$ cat src/rtl/mult_accumulator_pkg.sv
// Shared constants and FSM state type for the product accumulator.
package mult_accumulator_pkg;

  localparam int PROD_W    = 8;
  localparam int N_DEFAULT = 4;

  typedef enum logic {
    ST_ACC  = 1'b0,
    ST_DONE = 1'b1
  } state_e;

endpackage

$ cat src/rtl/mult_accumulator.sv
// Sums groups of N unsigned products and holds each group sum until taken downstream.
// Result valid 1 cycle after the Nth accept; input stalls (in_ready=0) while a sum is held.
module mult_accumulator #(
  parameter int N      = mult_accumulator_pkg::N_DEFAULT,
  parameter int PROD_W = mult_accumulator_pkg::PROD_W,
  parameter int ACC_W  = PROD_W + $clog2(N)
) (
  input  logic              clk,
  input  logic              rst,
  input  logic              clear,
  input  logic              in_valid,
  output logic              in_ready,
  input  logic [PROD_W-1:0] in_product,
  output logic              out_valid,
  input  logic              out_ready,
  output logic [ACC_W-1:0]  out_sum
);
  import mult_accumulator_pkg::*;

  localparam int             CNT_W    = $clog2(N);
  localparam logic [CNT_W-1:0] CNT_LAST = CNT_W'(N - 1);

  state_e             state_q, state_d;
  logic [ACC_W-1:0]   acc_q, acc_d;
  logic [CNT_W-1:0]   cnt_q, cnt_d;
  logic               in_hs, out_hs;

  // Handshake flags are masked by rst so nothing transfers during reset.
  always_comb begin
    in_ready  = (state_q == ST_ACC) && !rst;
    out_valid = (state_q == ST_DONE) && !rst;
    out_sum   = acc_q;
    in_hs     = in_valid && in_ready;
    out_hs    = out_valid && out_ready;
  end

  always_comb begin
    state_d = state_q;
    acc_d   = acc_q;
    cnt_d   = cnt_q;
    if (clear) begin
      state_d = ST_ACC;
      acc_d   = '0;
      cnt_d   = '0;
    end else begin
      case (state_q)
        ST_ACC: begin
          if (in_hs) begin
            acc_d = acc_q + ACC_W'(in_product);
            if (cnt_q == CNT_LAST) begin
              cnt_d   = '0;
              state_d = ST_DONE;
            end else begin
              cnt_d = cnt_q + 1'b1;
            end
          end
        end
        ST_DONE: begin
          if (out_hs) begin
            state_d = ST_ACC;
            acc_d   = '0;
            cnt_d   = '0;
          end
        end
        default: begin
          state_d = ST_ACC;
          acc_d   = '0;
          cnt_d   = '0;
        end
      endcase
    end
  end

  always_ff @(posedge clk) begin
    if (rst) begin
      state_q <= ST_ACC;
      acc_q   <= '0;
      cnt_q   <= '0;
    end else begin
      state_q <= state_d;
      acc_q   <= acc_d;
      cnt_q   <= cnt_d;
    end
  end

endmodule

$ cat config.mk
export PLATFORM = sky130hd
export DESIGN_NAME = mult_accumulator
export DESIGN_NICKNAME = d
export VERILOG_FILES = /design/src/rtl/mult_accumulator_pkg.sv /design/src/rtl/mult_accumulator.sv
export SDC_FILE = /design/constraint.sdc
export NUM_CORES = 1
export LEC_CHECK = 0
export BUFFER_PORTS_ARGS = -buffer_cell sky130_fd_sc_hd__buf_2
export CAP_MARGIN = 20
export CELL_PAD_IN_SITES_DETAIL_PLACEMENT = 0
export CELL_PAD_IN_SITES_GLOBAL_PLACEMENT = 2
export CORE_UTILIZATION = 26
export DETAILED_ROUTE_END_ITERATION = 12
export PLACE_DENSITY = 0.78
export SETUP_SLACK_MARGIN = 0.5
export SYNTH_ARGS = -nofsm -noshare
export SYNTH_HDL_FRONTEND = slang
export SYNTH_SLANG_ARGS = --single-unit
$ cat constraint.sdc
create_clock -name clk -period 1.81 [get_ports clk]
set_clock_uncertainty 0.05 [all_clocks]
set_input_delay 0.362 -clock clk [delete_from_list [all_inputs] [get_ports clk]]
set_output_delay 0.362 -clock clk [all_outputs]
set_load 0.05 [all_outputs]
* Yosys cells after proc, flatten, opt, wreduce, memory -nomap -nowiden *
Cells that the tools add are included.

cells by class
  add/subtract/negate cells = 2
  multiplexer cells = 11
  bitwise operators = 1
  reductions and logical operators = 7
  eq/ne operators = 3

operators with widths
  operator                                        count
  two-way mux 10 bit                              2
  one-hot mux 10 bit (2 select lines)             1
  adder 10 x 8 -> 10 bit                          1
  two-way mux 2 bit                               3
  logical AND 1 bit                               4
  one-hot mux 2 bit (2 select lines)              1
  two-way mux 1 bit                               3
  adder 2 x 1 -> 2 bit (second input constant)    1
  equality test 2 bit (second input constant)     1
  != test 2 x 1 -> 1 bit (second input constant)  1
  != test 2 bit (second input constant)           1
  one-hot mux 1 bit (2 select lines)              1
  AND reduction 2 bit                             1
  OR reduction 2 bit                              1
  zero test 1 bit                                 1
  inverter 1 bit                                  1

word-level totals
  word-level logic and storage cells = 27
  input port bits = 13
  output and inout port bits = 12
  bits in registers = 13

* Depth between registers and ports, before layout *
  word-level depth = 5
  depth in mapped cells = 8
  mapped depth without buffers = 8

* Worst setup path after synthesis *
Ideal clock, no wire load.

  path kind = register to register
  start = register acc_q[0] (netlist: out_sum[0])
  end = register acc_q[8] (netlist: out_sum[8])
  cell stages (with the launch flop) = 9
  data arrival time = 2.203 ns
  library setup time = 0.070 ns
  path slack = -0.513 ns
  path buffers = 0
  period minus slack after synthesis = 2.323 ns
  required time = 1.690 ns
  cells stage by stage = dfxtp_1 -> ha_1 -> inv_1 -> fa_1 -> nor2b_1 -> o31a_1 -> nor4b_1 -> or4_1 -> a21oi_1

between the ends
  word-level cells in the longest chain between the ends = 3

RTL lines
  element                              RTL line                source
  from (decl)                          mult_accumulator.sv:24  logic [ACC_W-1:0] acc_q, acc_d;
  from (signal assigned)               mult_accumulator.sv:77  acc_q <= '0;
  from (signal assigned)               mult_accumulator.sv:81  acc_q <= acc_d;
  adder 10 x 8 -> 10 bit               mult_accumulator.sv:49  acc_d = acc_q + ACC_W'(in_product);
  two-way mux 10 bit                   mult_accumulator.sv:48  if (in_hs) begin
  one-hot mux 10 bit (2 select lines)  mult_accumulator.sv:46  case (state_q)

Every way passes these cells. The select of a mux whose other input is x is not followed.
A chain may end at the register's enable or synchronous reset.

* Worst setup path in the final report *
Same ends and word-level chain as after synthesis.

==> flow_metrics.env <==
export IMPL_instances_no_fill=194
export IMPL_routedWlPerCell_um=12.62
export IMPL_seq_area_frac_synth_pct=29.55
export IMPL_port_buffers=24
export IMPL_holdWs_ns=0.3399
export IMPL_insertion_delay_ns=0.28
export IMPL_violations="negative setup slack"
export IMPL_crit_arrival_ns=2.07
export IMPL_hpwl_um=1713
export IMPL_synth_area_top_cells="dfxtp_1 (30%), ha_1 (13%), a21oi_1 (6.3%)"
export IMPL_gp_congestion=0.8207
export IMPL_syn_area_um2=880.8
export IMPL_finalCoreUtilization_pct=47.48
export IMPL_hold_viol=0
export IMPL_worstReg2RegStart="out_sum[0]"
export IMPL_regToRegSetupSlack_ns=-0.09
export IMPL_clockBufferDepth=2
export IMPL_min_to="state_q"
export IMPL_setup_viol=3
export IMPL_worstPathRequired_ns=1.98
export IMPL_cp_max_fo=2
export IMPL_syn_to_final_growth_pct=68.61
export IMPL_power_density_nw_per_um2=441.7
export IMPL_min_period_ns=1.903
export IMPL_final_common_cell="buf_4"
export IMPL_ir_worst_vdd_mv=0.2971
export IMPL_syn_nets=130
export IMPL_num_vias=901
export IMPL_rows=20
export IMPL_max_cap_violations=0
export IMPL_setup_slack_ns=-0.09316
export IMPL_cpMaxStageDelayCell="or4_1"
export IMPL_slew_limit_headroom_pct=75.70
export IMPL_maxSlewViolCount=0
export IMPL_hold_depth=3
export IMPL_status="complete, but fails checks"
export IMPL_worstHoldStart="out_ready"
export IMPL_worst_slew_pin_slew_ns=0.3595
export IMPL_start_util_pct=28.16
export IMPL_antenna_found_initial=0
export IMPL_syn_area_per_cell_um2=8.232
export IMPL_die_x_um=60.21
export IMPL_final_cell_mix="buf_4 (17), nor2_1 (12), buf_2 (12)"
export IMPL_fmax_mhz=525.4
export IMPL_cp_top_family="simple AND/OR/NAND/NOR gates"
export IMPL_routed_wl_um=2449
export IMPL_final_antenna_net_count=0
export IMPL_end_kind="register"
export IMPL_min_path_type="in2reg"
export IMPL_fin_crit_sh_pct=105.1
export IMPL_drt_iter0_drc=18
export IMPL_clock_root_buffer="clkbuf_4"
export IMPL_antenna_cells=0
export IMPL_cts_buffers=3
export IMPL_dp_cells=182
export IMPL_critPathMaxStageDelay_ns=0.40
export IMPL_cts_tree="yes"
export IMPL_yosys_area_top_type_share_pct=29.55
export IMPL_startpoint_type="register"
export IMPL_ctsHtreeMaxLevel=1
export IMPL_synthDistinctLibCells=31
export IMPL_finalPower_uw=656.0
export IMPL_nNetsFinal=174
export IMPL_grt_overflow_total=0
export IMPL_rsz0062_at_grt="true"
export IMPL_cp_cell_sequence="ha_4 > inv_2 > fa_2 > nor2b_2 > o31a_1 > nor4b_1 > or4_1 > a21oi_1"
export IMPL_criticalPathCategory="reg2reg"
export IMPL_drc_errors=0
export IMPL_postSynthCellCount=107
export IMPL_die_height_um=60.21
export IMPL_drive_above_1_share_pct=54.00
export IMPL_yosysWarnings=0
export IMPL_yosys_area_top_type="dfxtp_1"
export IMPL_drt_pass1_iter_count=4
export IMPL_clk_pin_slew_ns=0.09
export IMPL_via_per_inst=4.644
export IMPL_timing_rr_end="out_sum[8]"
export IMPL_p_leak_nw=0.5949
export IMPL_postCtsHoldBufs=0
export IMPL_grt_start_max_net_pins=13
export IMPL_path_buf_inv=1
export IMPL_reg2reg_depth=8
export IMPL_core_um2=3128
export IMPL_track_usage_pct=14.13
export IMPL_grt_pass1_vias=889
export IMPL_grt_pass1_wl_um=3836
export IMPL_io_pins=25
export IMPL_place_ws_ns=-0.1876
export IMPL_clock_sinks=13
export IMPL_ys_ff_latch=13
export IMPL_fp_dieArea_um2=3625
synth_stat cells, drive strengths merged:
cell and count:
nor4 3, o31a 1, nor2b 4, a32oi 1, inv 4, nand4b 1, a21o 3, nand2b 1
o21a 4, xor2 1, buf 2, mux2 1, o31ai 3, nand2 5, or2 2, nor4b 1
ha 9, xnor2 1, nor3 3, nand3 5, a2111oi 1, or4 1, clkbuf 2, nor3b 3
fa 1, nor2 13, o21ai 6, a21oi 11, dfxtp 13, mux2i 1
power by group:
group          internal (mW)  switching [mW]
Combinational         0.0830          0.0942
Clock                 0.0819           0.105
Sequential             0.286         0.00614
worst max-delay path by stage:
stage	startpoint	endpoint	slack (ns)	depth (start not counted)
final	out_sum[0]	out_sum[8]	-0.09	8
after global routing	out_sum[0]	out_sum[8]	-0.18	8
after CTS	out_sum[0]	out_sum[8]	-0.05	8
after detailed placement	in_product[0]	out_sum[8]	-0.19	9
after global placement	in_product[0]	out_sum[8]	-0.15	9
after floorplan	out_sum[0]	out_sum[8]	-0.13	8
cell type report:
type / count / area (µm²)
Tap cell: 44 / 55.05
Inverter: 4 / 15.01
Multi-Input combinational cell: 86 / 747.0
Timing Repair Buffer: 43 / 357.8
Clock inverter: 1 / 5.005
Fill cell: 303 / 1643
Sequential cell: 13 / 282.8
Clock buffer: 3 / 22.52
registers in the layout, indices dropped and copies added (netlist names):
| name | cells |
|---|---|
| cnt_q | 2 |
| out_sum | 10 |
| state_q | 1 |
layer usage:
metal  wire (µm)  part of all wire (%)  vias up  GRT usage, %
li1            -                     -      476             -
met1        1130                    46      401         17.98
met2        1187                    48       22         23.39
met3         113                   4.6        2         4.113
met4          17                  0.69        0         2.990
met5           0                     0        -             0
worst reg2reg max path, cell delays in order, from the launching register on:
cell     delay, ns
dfxtp_4       0.37
ha_4          0.13
inv_2         0.03
fa_2          0.33
nor2b_2       0.15
o31a_1        0.17
nor4b_1       0.07
or4_1         0.40
a21oi_1       0.13
metrics by stage:
step / TNS [ns] / cell area, µm²
4_1_cts: -0.08687 / 1415
3_5_place_dp: -0.3237 / 1226
2_1_floorplan: -0.1274 / 1008
6_report: -0.1605 / 1485
3_3_place_gp: -0.2799 / 1226
5_1_grt: -0.5581 / 1485
repair_timing:
| item | 4_1_cts | 5_1_grt |
|---|---|---|
| gates resized for setup | 32 | 14 |
| buffers inserted | 7 | 1 |
| setup endpoints to repair | 22 | 19 |
| pin swaps | 12 | 8 |
kinds of logic after synthesis:
kind of cell,Yosys count,synth area share [%]
flip-flops,13,29.55
XOR/XNOR,2,1.989
buffers and inverters,8,5.113
multiplexers,2,2.415
AO/OA/AOI/OAI,30,21.16
AND/OR/NAND/NOR,42,24.72
adder cells (fa/ha/maj),10,15.06
Power figures use the tool's default switching activity.
